[src/rtl/pc_fetch_unit.sv]
// Program counter and instruction fetch sequencer for a MIPS-style core.
// A BOOT/FETCH/ISSUE FSM selects the next PC and runs a ready/valid handshake with instruction memory.
module pc_fetch_unit #(
  parameter int unsigned          ADDR_W    = 32,
  parameter logic [ADDR_W-1:0]    RESET_VEC = 32'h0000_0000,
  parameter logic [ADDR_W-1:0]    EXC_VEC   = 32'h0000_0180,
  parameter int unsigned          INST_W    = 32
) (
  input  logic              clk,
  input  logic              rst,
  input  logic              stall,
  input  logic [2:0]        PC_s,
  input  logic [ADDR_W-1:0] R_Data_A,
  input  logic [ADDR_W-1:0] imm_data,
  input  logic [25:0]       address,
  input  logic              exc_req,
  output logic              imem_req,
  output logic [ADDR_W-1:0] imem_addr,
  input  logic              imem_ready,
  input  logic [INST_W-1:0] imem_rdata,
  output logic [INST_W-1:0] Inst_code,
  output logic              inst_valid,
  output logic [ADDR_W-1:0] PC,
  output logic [ADDR_W-1:0] EPC,
  output logic              addr_err
);

  typedef enum logic [1:0] {
    BOOT  = 2'd0,
    FETCH = 2'd1,
    ISSUE = 2'd2
  } state_t;

  localparam logic [2:0] SEL_JR   = 3'b001;
  localparam logic [2:0] SEL_BR   = 3'b010;
  localparam logic [2:0] SEL_JMP  = 3'b011;
  localparam logic [2:0] SEL_ERET = 3'b100;

  // Jump keeps PC4 bits above 27; building the target with a mask also works when ADDR_W is exactly 28.
  localparam logic [ADDR_W-1:0] JMP_HI_MASK = ~ADDR_W'(28'hFFF_FFFF);

  state_t              state_q, state_d;
  logic [ADDR_W-1:0]   pc_q, pc_d;
  logic [ADDR_W-1:0]   epc_q, epc_d;
  logic [INST_W-1:0]   inst_q, inst_d;
  logic                valid_q, valid_d;
  logic                addr_err_q, addr_err_d;

  logic [ADDR_W-1:0]   pc4;
  logic [ADDR_W-1:0]   jmp_target;
  logic [ADDR_W-1:0]   next_pc;
  logic                exc_take;
  logic                jr_misaligned;

  assign pc4        = pc_q + ADDR_W'(4);
  assign jmp_target = (pc4 & JMP_HI_MASK) | ADDR_W'({address, 2'b00});

  always_comb begin
    unique case (PC_s)
      SEL_JR:   next_pc = R_Data_A;
      SEL_BR:   next_pc = pc4 + (imm_data << 2);
      SEL_JMP:  next_pc = jmp_target;
      SEL_ERET: next_pc = epc_q;
      default:  next_pc = pc4;
    endcase
  end

  assign exc_take      = exc_req && (state_q != BOOT);
  assign jr_misaligned = (PC_s == SEL_JR) && (R_Data_A[1:0] != 2'b00);

  always_comb begin
    // NOTE: every signal gets a default before the case so no path leaves one unassigned (no latches).
    state_d    = state_q;
    pc_d       = pc_q;
    epc_d      = epc_q;
    inst_d     = inst_q;
    valid_d    = valid_q;
    addr_err_d = 1'b0;

    unique case (state_q)
      BOOT: state_d = FETCH;

      FETCH: begin
        if (exc_take) begin
          epc_d   = pc_q;
          pc_d    = EXC_VEC;
          valid_d = 1'b0;
        end else if (imem_ready) begin
          inst_d  = imem_rdata;
          valid_d = 1'b1;
          state_d = ISSUE;
        end
      end

      ISSUE: begin
        if (exc_take) begin
          epc_d   = pc_q;
          pc_d    = EXC_VEC;
          valid_d = 1'b0;
          state_d = FETCH;
        end else if (!stall) begin
          valid_d = 1'b0;
          state_d = FETCH;
          if (jr_misaligned) begin
            addr_err_d = 1'b1;
            epc_d      = pc_q;
            pc_d       = EXC_VEC;
          end else begin
            pc_d = next_pc;
          end
        end
      end

      default: state_d = BOOT;
    endcase
  end

  // NOTE: sequential state uses non-blocking assignments so every register samples pre-edge values.
  always_ff @(posedge clk or negedge rst) begin
    if (!rst) begin
      state_q    <= BOOT;
      pc_q       <= RESET_VEC;
      epc_q      <= '0;
      inst_q     <= '0;
      valid_q    <= 1'b0;
      addr_err_q <= 1'b0;
    end else begin
      state_q    <= state_d;
      pc_q       <= pc_d;
      epc_q      <= epc_d;
      inst_q     <= inst_d;
      valid_q    <= valid_d;
      addr_err_q <= addr_err_d;
    end
  end

  // Request decodes straight from state, so it falls as soon as reset forces BOOT.
  assign imem_req   = (state_q == FETCH);
  assign imem_addr  = pc_q;
  assign PC         = pc_q;
  assign EPC        = epc_q;
  assign Inst_code  = inst_q;
  assign inst_valid = valid_q;
  assign addr_err   = addr_err_q;

endmodule

[config.mk]
export PLATFORM = sky130hd
export DESIGN_NAME = pc_fetch_unit
export DESIGN_NICKNAME = d
export VERILOG_FILES = /design/src/rtl/pc_fetch_unit.sv
export SDC_FILE = /design/constraint.sdc
export NUM_CORES = 1
export LEC_CHECK = 0
export BUFFER_PORTS_ARGS = -buffer_cell sky130_fd_sc_hd__buf_2
export CAP_MARGIN = 20
export CORE_AREA = 2 2 127 129
export CTS_CLUSTER_SIZE = 28
export DETAILED_ROUTE_END_ITERATION = 7
export DIE_AREA = 0 0 129 131
export PLACE_DENSITY = 0.77
export SLEW_MARGIN = 10
export SYNTH_ARGS = -nofsm -noshare
export SYNTH_HDL_FRONTEND = slang
export SYNTH_SLANG_ARGS = --single-unit
[constraint.sdc]
create_clock -name clk -period 8.4 [get_ports clk]
set_input_delay 1.26 -clock clk [delete_from_list [all_inputs] [get_ports clk]]
set_output_delay 1.26 -clock clk [all_outputs]
set_load 0.02 [all_outputs]
* Yosys cells after proc, flatten, opt, wreduce, memory -nomap -nowiden *
Cells that the tools add are included.

word-level totals
  register bits after elaboration = 100
  input bits = 130
  output and inout bits = 131
  logic and storage cells = 58

cells by class
  add/subtract/negate cells = 2
  eq/ne operators = 12
  multiplexer cells = 25
  bitwise operators = 2
  reduce and logical (&&, ||, !) cells = 11

operators by type and width
  kind                                                              number
  32-bit two-way mux                                                8
  32-bit one-hot mux with 2 select lines                            2
  32-bit one-hot mux with 4 select lines                            1
  32-bit by 3-bit adder with 32-bit output (second input constant)  1
  32-bit adder                                                      1
  32-bit by 28-bit bitwise OR with 32-bit output                    1
  3-bit AND reduction                                               4
  1-bit two-way mux                                                 8
  2-bit two-way mux                                                 4
  3-bit by 2-bit == test with 1-bit output (second input constant)  2
  3-bit != test (second input constant)                             2
  2-bit one-hot mux with 3 select lines                             1
  2-bit nonzero test                                                3
  2-bit by 1-bit != test with 1-bit output (second input constant)  2
  4-bit AND reduction                                               1
  3-bit by 1-bit == test with 1-bit output (second input constant)  1
  3-bit == test (second input constant)                             1
  3-bit by 1-bit != test with 1-bit output (second input constant)  1
  2-bit by 1-bit == test with 1-bit output (second input constant)  1
  2-bit == test (second input constant)                             1
  1-bit logical AND                                                 2
  2-bit logical NOT                                                 1
  2-bit != test (second input constant)                             1
  1-bit one-hot mux with 2 select lines                             1
  1-bit NOT                                                         1

* Longest topological paths before layout *
  depth in word-level cells = 7
  gate-level depth with buffers = 16
  mapped depth without buffers = 16

* Least setup slack after synthesis *
No wires, ideal clock.

  path type = register to register
  start = reg pc_q[6], in the netlist PC[6]
  end = reg pc_q[29], in the netlist PC[29]
  setup time = 0.120 ns
  data arrival time = 3.393 ns
  required time = 8.280 ns
  path slack = 4.886 ns
  cell stages (with the launch flop) = 16
  path buffers = 0
  period minus slack after synthesis = 3.514 ns
  cells stage by stage = dfrtp_1 > and4_1 > nand3_1 > nor2b_1 > nand4_1 > xnor2_1 > ha_1 > nand2_1 > o21ai_1 > o31a_1 > or3_1 > a31o_2 > nand3_1 > a31oi_1 > or3_1 > a41o_1

on the way
  cells in the longest elaborated chain, start to end = 7
  elaborated cells between the ends (all ways) = 8
  classes of those cells = 2 x add/sub; 5 x mux; 1 x bitwise

RTL lines
  element                                                                                line    text
  from (decl)                                                                            43      logic [ADDR_W-1:0] pc_q, pc_d;
  from (signal assigned)                                                                 129     pc_q <= pc_d;
  32-bit by 3-bit adder with 32-bit output *                                             55      assign pc4 = pc_q + ADDR_W'(4);
  32-bit adder / 32-bit by 28-bit bitwise OR with 32-bit output (equally long branches)  61, 56
  32-bit one-hot mux with 4 select lines *                                               59      unique case (PC_s)
  32-bit two-way mux *                                                                   104     if (jr_misaligned) begin
  32-bit two-way mux *                                                                   101     end else if (!stall) begin
  32-bit two-way mux *                                                                   96      if (exc_take) begin
  32-bit one-hot mux with 2 select lines *                                               80      unique case (state_q)

Mark *: on every way between the ends. The rest lies on a longest branch, timed or not. The select of a mux whose other input is x is not followed.
A chain may end at the register's enable or synchronous reset.

* Worst setup path in the final report *
  start = in PC_s[1]
  end = reg pc_q[24], in the netlist PC[24]

on the way
  cells in the longest elaborated chain, start to end = 6
  elaborated cells between the ends (all ways) = 10
  classes of those cells = 4 x eq/ne; 5 x mux; 1 x reduce/logical

RTL lines
  element                                                                             line    text
  from (decl)                                                                         12      input logic [2:0] PC_s,
  3-bit == test (tied with other cells)                                               59
  32-bit one-hot mux with 4 select lines / 1-bit logical AND (equally long branches)  59, 69
  32-bit two-way mux *                                                                104
  32-bit two-way mux *                                                                101
  32-bit two-way mux *                                                                96
  32-bit one-hot mux with 2 select lines *                                            80

Marks and branches as above.

==> impl_metrics.json <==
{
  "cts.path.max_buffers": 2,
  "grt_usage": 0.274,
  "grt_max_degree": 66,
  "min_path_type": "reg -> reg",
  "clock_skew_ns": 0.00755,
  "synthesis.area_mm2": 0.00735,
  "synth_top_area_frac": 0.340,
  "root_buffer": "clkbuf_16",
  "crit_family": "simple AND/OR/NAND/NOR gates",
  "gp_congestion": 0.904,
  "synth_top_cell_by_area": "dfrtp_1",
  "grt_overflow": 0,
  "synth_cell_types": 70,
  "power_switching_mw": 1.31,
  "die_w_um": 129,
  "start_kind": "primary input",
  "end_kind": "flip-flop",
  "yosysSeqAreaShare": 0.340,
  "n_fill_cell": 1406,
  "drt_wl_total_um": 23500,
  "hold_viol": 0,
  "layoutNonFillerInstCount": 1233,
  "cts_made_buffers": 9,
  "drtAntennaViolNets": 0,
  "antenna_found_initial": 0,
  "path_cells": "buf_2 > inv_2 > nand2_1 > o311ai_4 > or2_1 > nor4_1 > mux2_2 > nor2_1 > a31oi_1 > a21o_1",
  "fin_nets": 1181,
  "period_needed_ns": 4.40,
  "max_slew_margin": 0.368,
  "cts_tree": "built",
  "dp.cells": 1217,
  "placed_cell_area_mm2": 0.00862,
  "fin_tns_setup_ns": 0,
  "start_util": 0.472,
  "drt-initial-drc-count": 555,
  "viasPerCell": 5.82,
  "p_seq_frac": 0.301,
  "drv_cap": 0,
  "synth_seq_cells": 100,
  "syn_area_per_cell_um2": 9.16,
  "p_int_mw": 1.49,
  "insertion_delay_ns": 0.36,
  "die_h_um": 131,
  "seq_area_mm2": 0.00250,
  "fin_hold_ws_ns": 0.506,
  "path_clk_slew_ns": 0.08,
  "ys.flop_type": "dfrtp_1",
  "multi_input_area_mm2": 0.00442,
  "timing.rr.start": "PC[2]",
  "routedWlPerCell_um": 19.1,
  "drv_slew": 0,
  "path_buf_inv": 2,
  "core_mm2": 0.0156,
  "cp.required_ns": 8.66,
  "synth_nets": 972,
  "port_buffers": 258,
  "worstSetupStartpoint": "PC_s[1]",
  "p_leak_nw": 4.43,
  "slowest_delay_ns": 0.87,
  "drive_gt1_frac": 0.366,
  "dp_hpwl_um": 17500,
  "async_flop_share": 1.00,
  "detailroute.via_count": 7172,
  "area_growth_syn_to_layout_pct": 21.1,
  "ctsResizeCount": 0,
  "yosysMostFrequentCell": "dfrtp_1",
  "hold_buffers": 0,
  "grt_pass1_vias": 6791,
  "synth_area_leaders": "dfrtp_1, mux2_2, ha_1",
  "critical_path_class": "in -> reg",
  "io_pins": 261,
  "clock_sink_count": 100,
  "combPwrFrac": 0.547,
  "yosys_warnings": 0,
  "power_density_mw_per_mm2": 314,
  "drc_errors": 0,
  "netlist_instances": 803,
  "post_cts_buffers": 0,
  "rsz0062_at_grt": "no",
  "cts-htree-levels": 3,
  "fp-row-count": 46,
  "status": "finished, final reports clean",
  "worst_ep_arrival_time_ns": 4.66,
  "worst_slew_pin_slew_ns": 0.943,
  "n_antenna_cell": 0,
  "switching_share": 0.469,
  "cpMaxStageDelayCell": "o311ai_4",
  "dr.pass1.iters": 5,
  "fin_crit_sh": 0.524,
  "p_clk_frac": 0.152,
  "design_power_total_mw": 2.80,
  "synth_common_cells": "dfrtp_1, mux2_2, o21ai_0",
  "critPathMaxFanout": 24,
  "grt_pass1_wl_um": 36100,
  "irDropWorstVdd_mv": 0.177,
  "die-area_mm2": 0.0169,
  "synth_edf_count": 0,
  "worstHoldStart": "Inst_code[8]",
  "finalSetupViolations": 0,
  "final_cell_area_mm2": 0.00891,
  "fmax_ghz": 0.227
}
[area by class of cell]
| cell class | instances | share of cell area |
|---|---|---|
| Multi-Input combinational cell | 617 | 0.497 |
| Sequential cell | 100 | 0.281 |
| Timing Repair Buffer | 266 | 0.152 |
| Tap cell | 216 | 0.0303 |
| Clock buffer | 9 | 0.0253 |
| Inverter | 18 | 0.00759 |
| Clock inverter | 7 | 0.00730 |
[registers in the layout (all words and copies together), names as in the netlist]
register / count
EPC: 32
Inst_code: 32
addr_err: 1
PC: 32
state_q: 2
inst_valid: 1
[final timing paths]
kind                                 to  slack, ns  depth (start not counted)
setup reg to reg                 PC[27]       4.10                         14
min in group asynchronous       EPC[11]       0.84                          1
hold reg to reg            Inst_code[8]       0.51                          1
max in group asynchronous       EPC[25]       6.30                          2
setup / recovery                 PC[24]       4.00                         10
hold / removal             Inst_code[8]       0.51                          1
[through the flow]
stage,util,worst slack (ns)
finish,0.571,4.00
global route,0.571,3.83
CTS,0.571,4.09
detailed placement,0.552,3.70
global placement,0.552,3.69
floorplan,-,4.89
[power by group through the flow]
| stage | clock network, mW | registers (mW) | logic, mW |
|---|---|---|---|
| final | 0.426 | 0.842 | 1.53 |
| after global routing | 0.447 | 0.870 | 1.66 |
| after CTS | 0.432 | 0.837 | 1.53 |
| after detailed placement | 0 | 0.846 | 1.52 |
| after global placement | 0 | 0.835 | 1.50 |
| after floorplan | 0 | 1.01 | 0.915 |
[metal layers]
layer,global-route usage,vias up,part of all wire
li1,-,3356,-
met1,0.374,3421,0.43
met2,0.434,340,0.47
met3,0.0480,55,0.075
met4,0.107,0,0.027
met5,0,-,0
[cells by family (layout without fill, tap and decap cells)]
group                      Yosys count  count (layout)  share of synthesized area
muxes                               74              74                      0.113
AOI/OAI and AO/OA                  243             243                      0.216
buffers and inverters               86             300                     0.0624
xor gates and xnor gates            52              52                     0.0619
and+or+nand+nor                    209             209                      0.139
DFF                                100             100                      0.340
adders and majority gates           39              39                     0.0674
[cell usage in the layout, fill, tap and decap left out, drive strengths merged, types with 4 or more instances in the layout]
cell type    n
a21o         7
a21oi       48
a221oi       6
a22o        16
a22oi        9
a31oi        6
and2         6
and3        10
buf        266
clkbuf       9
clkinv       4
dfrtp      100
ha          38
inv         21
mux2        72
nand2       68
nand2b       9
nand3       23
nand4        7
nor2        44
nor2b        7
nor3        17
nor4         4
o211ai       6
o21ai       79
o21bai       4
o22ai       21
o31ai        5
xnor2       33
xor2        19
Power figures use the tool's default switching activity.
